**config.mk**
```make
export PLATFORM = sky130hd
export DESIGN_NAME = mul6_shift_add
export DESIGN_NICKNAME = d
export VERILOG_FILES = /design/src/rtl/mul6_shift_add.sv
export SDC_FILE = /design/constraint.sdc
export NUM_CORES = 1
export LEC_CHECK = 0
export BUFFER_PORTS_ARGS = -buffer_cell sky130_fd_sc_hd__buf_2
export CAP_MARGIN = 0
export CORE_ASPECT_RATIO = 1.25
export CORE_MARGIN = 5
export CORE_UTILIZATION = 23
export CTS_CLUSTER_DIAMETER = 200
export DETAILED_ROUTE_END_ITERATION = 6
export PLACE_DENSITY = 0.44
export SLEW_MARGIN = 20
export SYNTH_ARGS = -nofsm -noshare
export SYNTH_HDL_FRONTEND = slang
export SYNTH_SLANG_ARGS = --single-unit
```
**constraint.sdc**
```tcl
create_clock -name clk -period 2.5 [get_ports clk]
set_clock_uncertainty 0.15 [all_clocks]
set_input_delay 0.5 -clock clk [delete_from_list [all_inputs] [get_ports clk]]
set_output_delay 0.5 -clock clk [all_outputs]
set_load 0.01 [all_outputs]
```
**src/rtl/mul6_shift_add.sv**
```systemverilog
// Sequential 6x6 unsigned shift-add multiplier driving an external 6-bit adder.
// One add per RUN cycle; the 12-bit product is returned on a valid/ready channel.
module mul6_shift_add (
  input  logic        clk,
  input  logic        rst_n,
  input  logic        start_valid,
  output logic        start_ready,
  input  logic [5:0]  op_a,
  input  logic [5:0]  op_b,
  output logic [5:0]  add_a,
  output logic [5:0]  add_b,
  output logic        add_cin,
  input  logic [5:0]  add_sum,
  input  logic        add_cout,
  output logic [11:0] prod,
  output logic        prod_valid,
  input  logic        prod_ready,
  output logic        busy
);

  // Handshakes: a transfer happens on a rising edge where valid && ready are
  // both high; a producer holds valid and its payload stable until then.

  typedef enum logic [1:0] {S_IDLE, S_RUN, S_DONE} state_t;

  state_t      state_q, state_d;
  logic [5:0]  m_q, m_d;
  logic [5:0]  acc_q, acc_d;
  logic [5:0]  q_q, q_d;
  logic [2:0]  cnt_q, cnt_d;
  logic [11:0] prod_q, prod_d;
  logic        prod_valid_q, prod_valid_d;

  always_ff @(posedge clk) begin
    if (!rst_n) begin
      state_q      <= S_IDLE;
      m_q          <= 6'h00;
      acc_q        <= 6'h00;
      q_q          <= 6'h00;
      cnt_q        <= 3'd0;
      prod_q       <= 12'h000;
      prod_valid_q <= 1'b0;
    end else begin
      state_q      <= state_d;
      m_q          <= m_d;
      acc_q        <= acc_d;
      q_q          <= q_d;
      cnt_q        <= cnt_d;
      prod_q       <= prod_d;
      prod_valid_q <= prod_valid_d;
    end
  end

  always_comb begin
    state_d      = state_q;
    m_d          = m_q;
    acc_d        = acc_q;
    q_d          = q_q;
    cnt_d        = cnt_q;
    prod_d       = prod_q;
    prod_valid_d = prod_valid_q;
    add_a        = 6'h00;
    add_b        = 6'h00;
    add_cin      = 1'b0;
    case (state_q)
      S_IDLE: begin
        if (start_valid) begin
          m_d     = op_a;
          q_d     = op_b;
          acc_d   = 6'h00;
          cnt_d   = 3'd0;
          state_d = S_RUN;
        end
      end
      S_RUN: begin
        add_a = acc_q;
        add_b = q_q[0] ? m_q : 6'h00;
        // The carry-out becomes the top bit of the shifted accumulator.
        acc_d = {add_cout, add_sum[5:1]};
        q_d   = {add_sum[0], q_q[5:1]};
        cnt_d = cnt_q + 3'd1;
        if (cnt_q == 3'd5) begin
          prod_d       = {add_cout, add_sum, q_q[5:1]};
          prod_valid_d = 1'b1;
          state_d      = S_DONE;
        end
      end
      S_DONE: begin
        if (prod_ready) begin
          prod_valid_d = 1'b0;
          state_d      = S_IDLE;
        end
      end
      default: state_d = S_IDLE;
    endcase
  end

  assign start_ready = (state_q == S_IDLE) && rst_n;
  assign busy        = (state_q != S_IDLE);
  assign prod        = prod_q;
  assign prod_valid  = prod_valid_q;

endmodule

```
==> results of run 1 <==
==> layer usage <==
| layer | track usage | vias up | share of wire |
|---|---|---|---|
| met3 | 0.02952 | 5 | 0.065 |
| li1 | - | 690 | - |
| met2 | 0.1494 | 40 | 0.42 |
| met1 | 0.1455 | 595 | 0.50 |
| met5 | 0 | - | 0 |
| met4 | 0.04987 | 0 | 0.018 |
==> where the power goes <==
part | internal [mW] | switching, mW
Clock | 0.199 | 0.206
Sequential | 0.596 | 0.0156
Combinational | 0.0566 | 0.0654
==> metrics by stage <==
step             util  total power [mW]  std cells
5_1_grt        0.2970             1.193        311
3_3_place_gp   0.2835            0.7478        303
2_1_floorplan       -            0.6988        174
4_1_cts        0.2970             1.160        311
3_5_place_dp   0.2839            0.7478        303
6_report       0.2970             1.139        311
==> critical path: cells and delay by family (launching register included) <==
family | cells | cell delay (ns)
buffers and inverters | 1 | 0.13
flip-flops | 1 | 0.33
AND/OR/NAND/NOR | 2 | 0.84
==> layout make-up <==
cell class              count  area (µm²)  area share
clock buffers               7       76.32     0.03964
inverters                   5       18.77    0.009747
multi-input cells         120       701.9      0.3645
flip-flops and latches     36       720.7      0.3743
repair buffers             55       290.3      0.1507
clock inverters             1       8.758    0.004548
well taps                  87       108.9     0.05653
==> Yosys cell counts, drive strengths merged (2+ instances only) <==
cell,number,share of area
dfxtp,36,0.48
nand2,25,0.062
nor2,22,0.055
a21oi,19,0.063
buf,9,0.035
a22oi,7,0.035
mux2i,7,0.047
and2,6,0.025
and3,6,0.025
inv,5,0.012
nor2b,5,0.021
o221a,5,0.037
clkbuf,4,0.010
nor3b,3,0.015
ha,2,0.017
o21ai,2,0.0066
==> worst paths after layout <==
kind | depth (start not counted) | endpoint | slack [ns] | startpoint
worst max register to register | 4 | prod[9] | 0.86 | cnt_q[0]
worst max-delay path | 3 | add_b[3] | 0.27 | state_q[0]
worst min-delay path | 3 | m_q[4] | 0.30 | op_a[4]
worst min register to register | 2 | prod[1] | 0.30 | prod[1]
==> cells by family (layout without fill, tap and decap cells) <==
group                      Yosys count  count (layout)
buffers and inverters               18              68
adders and majority gates            2               2
other                                1               1
and+or+nand+nor                     73              73
AOI/OAI and AO/OA                   37              37
muxes                                7               7
DFF                                 36              36
==> flip-flops by register name (all words and copies together) (netlist names) <==
name and count:
acc_q 6, cnt_q 3, m_q 6, prod 12, prod_valid 1, q_q 6, state_q 2
==> flow_summary.yaml, run 1 <==
sta:
  final.setup.tns_ns: 0
  finalCritPeriodShare: 0.8905
  setup_ws_ns: 0.2739
  hold_ws_ns: 0.2971
  finalMaxSlewViolations: 0
  setup_viol: 0
  slew_headroom: 0.5312
  fin_crit_ns: 2.226
  hold_viol: 0
  rsz0062_at_grt: "no"
  worstMarginPinSlew_ns: 0.7001
  max_freq_ghz: 0.4492
power_and_ir_drop:
  power_density_nw_per_um2: 591.3
  vdd_drop_max_mv: 0.1549
  p_leak_nw: 0.8704
finish:
  fill_cells: 740
  layout-drive-gt1-share: 0.3036
  layout_commonest_cell: "buf_2"
  fin_nets: 248
  final_cell_mix: "buf_2, dfxtp_1, nand2_1"
  diodes: 0
  area_growth_pct: 27.82
  design_area_um2: 1926
clock_tree:
  clk_pin_slew_ns: 0.07
  cts_tree: "yes"
  cts_setup_buffers: 0
  root_buffer: "clkbuf_8"
  cts_inserted_buffers: 5
  cts_buffer_depth: 2
  holdBufCountCts: 0
  clock-sinks: 36
  insertion_delay_ns: 0.29
  htreeDepth: 2
  post_cts_resized: 0
grt:
  grt_max_degree: 31
  grt_pass1_wl_mm: 6.555
  grt_usage: 0.1053
  grt_pass1_vias: 1334
  grt-ovfl-total: 0
  antenna_found_initial: 0
setup_path:
  max_stage_delay_ns: 0.59
  cp-start-kind: "flop"
  cp.arrival_ns: 1.58
  critPathMaxFanout: 19
  crit_chain: "nor2b_2 -> and3_1 -> buf_2"
  required_ns: 1.85
  worstSetupPathType: "flop to output port"
  crit_slowest_cell: "nor2b_2"
  crit_path_end_kind: "output port"
die:
  core_area_um2: 6482
  pin_count: 51
  die_x_um: 82.39
  start_util: 0.2324
  dieArea_um2: 8278
  die_y_um: 100.5
  rows: 33
synthesis:
  avgSynthCellArea_um2: 8.658
  synth_top_family_by_area: "simple AND/OR/NAND/NOR gates"
  synthCells: 174
  synth_edf_count: 0
  synth_xor_area_frac: 0
  synth_nets: 199
  yosysWarnings: 0
  synth.distinct_cells: 28
  synth_compound_area_frac: 0.1645
  synthMuxAreaShare: 0.04651
  synth_fa_ha_area_frac: 0.01661
  netlist_area_um2: 1506
  synth-simple-area-share: 0.2342
  yosysSeqAreaShare: 0.4784
  synth-main-ff-cell: "dfxtp_1"
  async_flop_share: 0
  yosys_register_bits: 36
run:
  maxCapViolCount: 0
placed_design:
  placed_area_um2: 1841
  dp_worst_setup_slack_ns: 0.5526
  gp_congestion: 0.6592
  port_buffers: 49
  dpl.hpwl_mm: 2.838
detailed_routing:
  vias: 1330
  viasPerCell: 4.277
  wl_mm: 4.122
  drc_errors: 0
  ant_nets: 0
  drt_iter0_markers: 82
  wl_per_cell_um: 13.25
  first_pass_iters: 4
status:
  outcome: "finished, final reports clean"
hold_path:
  hold_class: "input pin to flop"
No activity file was read; power rests on OpenSTA's default activity.
==> run 2, diff against run 1 <==
--- a/config.mk
+++ b/config.mk
@@ -10,6 +10,7 @@
 export CORE_ASPECT_RATIO = 1.25
 export CORE_MARGIN = 5
 export CORE_UTILIZATION = 23
+export CTS_BUF_LIST = sky130_fd_sc_hd__clkbuf_4
 export CTS_CLUSTER_DIAMETER = 200
 export DETAILED_ROUTE_END_ITERATION = 6
 export PLACE_DENSITY = 0.44
==> run 2 against run 1 <==
Against the previous run:
- routed wire length rose by 0.70%
- core utilization fell by 0.37 points
- critical endpoint unchanged
- total power fell by 6.5%
- first-iteration DRC count fell by 7.3%
- combinational power barely moved
- sequential power barely moved
- critical path depth did not move
- via count rose by 0.60%
==> flow_summary.yaml, run 2 (synthesized netlist as in run 1, its figures left out) <==
setup_path:
  critPathMaxFanout: 19
  worstSetupPathType: "flop to output port"
  cp.arrival_ns: 1.64
  crit_path_end_kind: "output port"
  r2r_cells: 4
  r2r-end: "prod[9]"
  cp-start-kind: "flop"
  required_ns: 1.85
  ff2ff_setup_slack_ns: 0.83
  timing.rr.start: "cnt_q[0]"
grt:
  grt_max_degree: 31
  grt_pass1_vias: 1333
  grt_pass1_wl_mm: 6.568
  grt-ovfl-total: 0
  antenna_found_initial: 0
  grt_usage: 0.1046
detailed_routing:
  viasPerCell: 4.302
  drc_errors: 0
  wl_per_cell_um: 13.35
  vias: 1338
  wl_mm: 4.151
  drt_iter0_markers: 76
  ant_nets: 0
  first_pass_iters: 4
sta:
  slew_headroom: 0.5268
  rsz0062_at_grt: "no"
  final.setup.tns_ns: 0
  setup_viol: 0
  hold_viol: 0
  finalCritPeriodShare: 0.9178
  worstMarginPinSlew_ns: 0.7065
  max_freq_ghz: 0.4358
  finalMaxSlewViolations: 0
  setup_ws_ns: 0.2056
  fin_crit_ns: 2.294
die:
  die_x_um: 82.39
  start_util: 0.2324
  pin_count: 51
  core_area_um2: 6482
  die_y_um: 100.5
  rows: 33
  dieArea_um2: 8278
placed_design:
  gp_congestion: 0.6592
  port_buffers: 49
  dpl.hpwl_mm: 2.838
  dp_worst_setup_slack_ns: 0.5526
clock_tree:
  clk_pin_slew_ns: 0.11
  cts_setup_buffers: 0
  insertion_delay_ns: 0.34
  cts_buffer_depth: 2
  htreeDepth: 2
  holdBufCountCts: 0
  clock-sinks: 36
  cts_tree: "yes"
  root_buffer: "clkbuf_4"
  post_cts_resized: 0
  cts_inserted_buffers: 5
finish:
  fin_nets: 248
  layout_commonest_cell: "buf_2"
  diodes: 0
  area_growth_pct: 26.25
  layout-drive-gt1-share: 0.3125
  fill_cells: 743
  largest_register_ffs: 12
  final_cell_mix: "buf_2, dfxtp_1, nand2_1"
  finish.utilization: 0.2934
hold_path:
  worstHoldEndpoint: "m_q[4]"
  hold_class: "input pin to flop"
  holdPathStages: 3
  worstHoldStart: "op_a[4]"
power_and_ir_drop:
  p_leak_nw: 0.8643
  power_density_nw_per_um2: 559.9
  sw_frac_of_total: 0.2606
  pwr-share-seq: 0.574
  vdd_drop_max_mv: 0.1789
  comb_power_share: 0.115
  pwr-share-clk: 0.311
  p_switching_uw: 277.5
  intPower_uw: 787.3
status:
  outcome: "finished, final reports clean"
run:
  maxCapViolCount: 0
## run 2: cell count changes in the layout (fill, tap and decap cells not counted)
cell	change
clkbuf_4	+7
clkbuf_8	-5
clkbuf_1	-2
## run 2: layout make-up
| cell class | count | area (µm²) | area share |
|---|---|---|---|
| multi-input cells | 120 | 701.9 | 0.3691 |
| well taps | 87 | 108.9 | 0.05724 |
| repair buffers | 55 | 290.3 | 0.1526 |
| clock inverters | 1 | 8.758 | 0.004605 |
| flip-flops and latches | 36 | 720.7 | 0.3789 |
| inverters | 5 | 18.77 | 0.009868 |
| clock buffers | 7 | 52.55 | 0.02763 |
## run 2: routing by layer
metal | global-route usage | share of wire | vias up
met5 | 0 | 0 | -
met4 | 0.04220 | 0.014 | 0
met3 | 0.02952 | 0.066 | 6
met2 | 0.1512 | 0.41 | 44
met1 | 0.1450 | 0.51 | 597
li1 | - | - | 691
## run 2: power groups by stage
| stage | combinational, mW | clock [mW] | sequential (mW) |
|---|---|---|---|
| floorplan | 0.0795 | 0 | 0.619 |
| global placement | 0.123 | 0 | 0.625 |
| detailed placement | 0.123 | 0 | 0.624 |
| CTS | 0.124 | 0.347 | 0.612 |
| global route | 0.139 | 0.367 | 0.615 |
| finish | 0.123 | 0.331 | 0.611 |
## run 2: critical path: stages (launching register included)
cell and delay (ns):
dfxtp_1 0.34, nor2b_2 0.59, and3_1 0.25, buf_2 0.13
## run 2: metrics by stage
step / cells / total power, mW / cell area (µm²) / hold slack [ns]
2_1_floorplan: 174 / 0.6988 / 1506 / 0.2819
6_report: 311 / 1.065 / 1902 / 0.2427
3_3_place_gp: 303 / 0.7478 / 1838 / 0.2921
3_5_place_dp: 303 / 0.7478 / 1841 / 0.2974
5_1_grt: 311 / 1.120 / 1902 / 0.2108
4_1_cts: 311 / 1.083 / 1902 / 0.2187
## run 2: how the worst max path moves through the flow
stage / startpoint / to / slack, ns / cells past startpoint
3_3_place_gp: state_q[0] / add_b[3] / 0.17 / 3
4_1_cts: state_q[0] / add_b[3] / 0.14 / 3
5_1_grt: state_q[0] / add_b[4] / 0.03 / 3
2_1_floorplan: state_q[0] / add_b[2] / 0.82 / 4
3_5_place_dp: state_q[0] / add_b[3] / 0.55 / 3
6_report: state_q[0] / add_b[3] / 0.21 / 3
==> run 3, diff against run 2 <==
--- a/config.mk
+++ b/config.mk
@@ -14,6 +14,9 @@
 export CTS_CLUSTER_DIAMETER = 200
 export DETAILED_ROUTE_END_ITERATION = 6
 export PLACE_DENSITY = 0.44
+export RECOVER_POWER = 50
+export REMOVE_ABC_BUFFERS = 1
+export SKIP_CTS_REPAIR_TIMING = 1
 export SLEW_MARGIN = 20
 export SYNTH_ARGS = -nofsm -noshare
 export SYNTH_HDL_FRONTEND = slang
==> run 3 against run 2 <==
Against the previous run:
- worst hold slack about the same
- largest cell class unchanged
- largest power group unchanged
- first-iteration DRC count increased by 14%
- critical path depth increased by 1
- core utilization decreased by 0.29 points
==> flow_summary.yaml, run 3 (synthesized netlist as in run 1, its figures left out) <==
status:
  outcome: "finished, final reports clean"
grt:
  antenna_found_initial: 0
  grt_pass1_wl_mm: 6.361
  grt_usage: 0.1018
  grt_max_degree: 31
  grt_pass1_vias: 1277
  grt-ovfl-total: 0
detailed_routing:
  vias: 1312
  ant_nets: 0
  viasPerCell: 4.232
  drc_errors: 0
  wl_mm: 4.010
  drt_iter0_markers: 87
  wl_per_cell_um: 12.94
  first_pass_iters: 4
hold_path:
  hold_class: "input pin to flop"
  worstHoldStart: "op_a[0]"
setup_path:
  worstSetupPathType: "flop to output port"
  critPathMaxFanout: 19
  cp.arrival_ns: 1.61
  ff2ff_setup_slack_ns: 0.74
  timing.rr.start: "state_q[0]"
  crit_path_end_kind: "output port"
  cp-start-kind: "flop"
  required_ns: 1.85
  crit_start: "state_q[0]"
power_and_ir_drop:
  total_power_mw: 1.152
  vdd_drop_max_mv: 0.2324
  comb_power_share: 0.101
  p_leak_nw: 0.7993
  intPower_uw: 871.2
  p_switching_uw: 280.5
  sw_frac_of_total: 0.2436
  pwr-share-clk: 0.365
  pwr-share-seq: 0.534
  power_density_nw_per_um2: 611.6
die:
  die_x_um: 82.39
  die_y_um: 100.5
  pin_count: 51
  dieArea_um2: 8278
  core_area_um2: 6482
  rows: 33
  start_util: 0.2324
placed_design:
  dpl.hpwl_mm: 2.844
  gp_congestion: 0.6868
  port_buffers: 49
finish:
  fill_cells: 739
  layout-drive-gt1-share: 0.2332
  area_growth_pct: 25.00
  fin_nets: 247
  final_cell_mix: "dfxtp_1, buf_2, nand2_1"
  diodes: 0
  largest_register_ffs: 12
sta:
  final.setup.tns_ns: 0
  worstMarginPinSlew_ns: 0.6262
  max_freq_ghz: 0.4419
  setup_viol: 0
  hold_viol: 0
  rsz0062_at_grt: "no"
  finalMaxSlewViolations: 0
  fin_crit_ns: 2.263
  slew_headroom: 0.5803
  finalCritPeriodShare: 0.9053
clock_tree:
  root_buffer: "clkbuf_4"
  cts_buffer_depth: 2
  htreeDepth: 2
  cts_tree: "yes"
  clk_pin_slew_ns: 0.11
  cts_inserted_buffers: 5
  insertion_delay_ns: 0.33
  clock-sinks: 36
run:
  maxCapViolCount: 0
[run 3: cell count changes in the layout (fill, tap and decap cells not counted), sizes merged]
| cell | change |
|---|---|
| buf | -17 |
| bufinv | +1 |
| clkbuf | +15 |
[run 3: path summary, 6_finish.rpt]
check | endpoint | depth (start not counted)
worst max-delay path | add_b[2] | 4
worst max register to register | prod[9] | 3
worst min register to register | prod[4] | 2
worst min-delay path | m_q[0] | 3
[run 3: power groups by stage]
| stage | clock (mW) | combinational [mW] | sequential [mW] |
|---|---|---|---|
| 6_report | 0.420 | 0.116 | 0.615 |
| 5_1_grt | 0.464 | 0.131 | 0.620 |
| 4_1_cts | 0.437 | 0.122 | 0.616 |
| 3_5_place_dp | 0 | 0.122 | 0.628 |
| 3_3_place_gp | 0 | 0.121 | 0.629 |
| 2_1_floorplan | 0 | 0.0678 | 0.623 |
[run 3: cell type report]
type,count,area (µm²),area share
tap,87,108.9,0.05781
timing repair buffer,54,255.2,0.1355
clock inverter,2,35.03,0.01860
inverter,5,18.77,0.009967
sequential,36,720.7,0.3827
clock buffer,6,45.04,0.02392
multi-input combinational,120,699.4,0.3714
[run 3: per-stage QoR]
stage,setup WS [ns],area (µm²),util,hold slack (ns),instances
floorplan,0.3714,1439,-,0.2819,161
global placement,0.6278,1831,0.2824,0.2925,302
detailed placement,0.6016,1831,0.2824,0.2937,302
CTS,0.2025,1911,0.2947,0.2326,310
global route,0.06811,1883,0.2905,0.2180,310
finish,0.2368,1883,0.2905,0.2428,310
[run 3: per-layer routing]
metal	share of wire	track usage
met5	0	0
met2	0.51	0.1710
met4	0.010	0.03069
met3	0.052	0.03131
met1	0.43	0.1226
[run 3: worst max-delay path, stage by stage, from the launching register on]
cell and delay, ns:
dfxtp_1 0.59, nor2b_1 0.18, buf_4 0.22, and3_1 0.17
buf_2 0.12
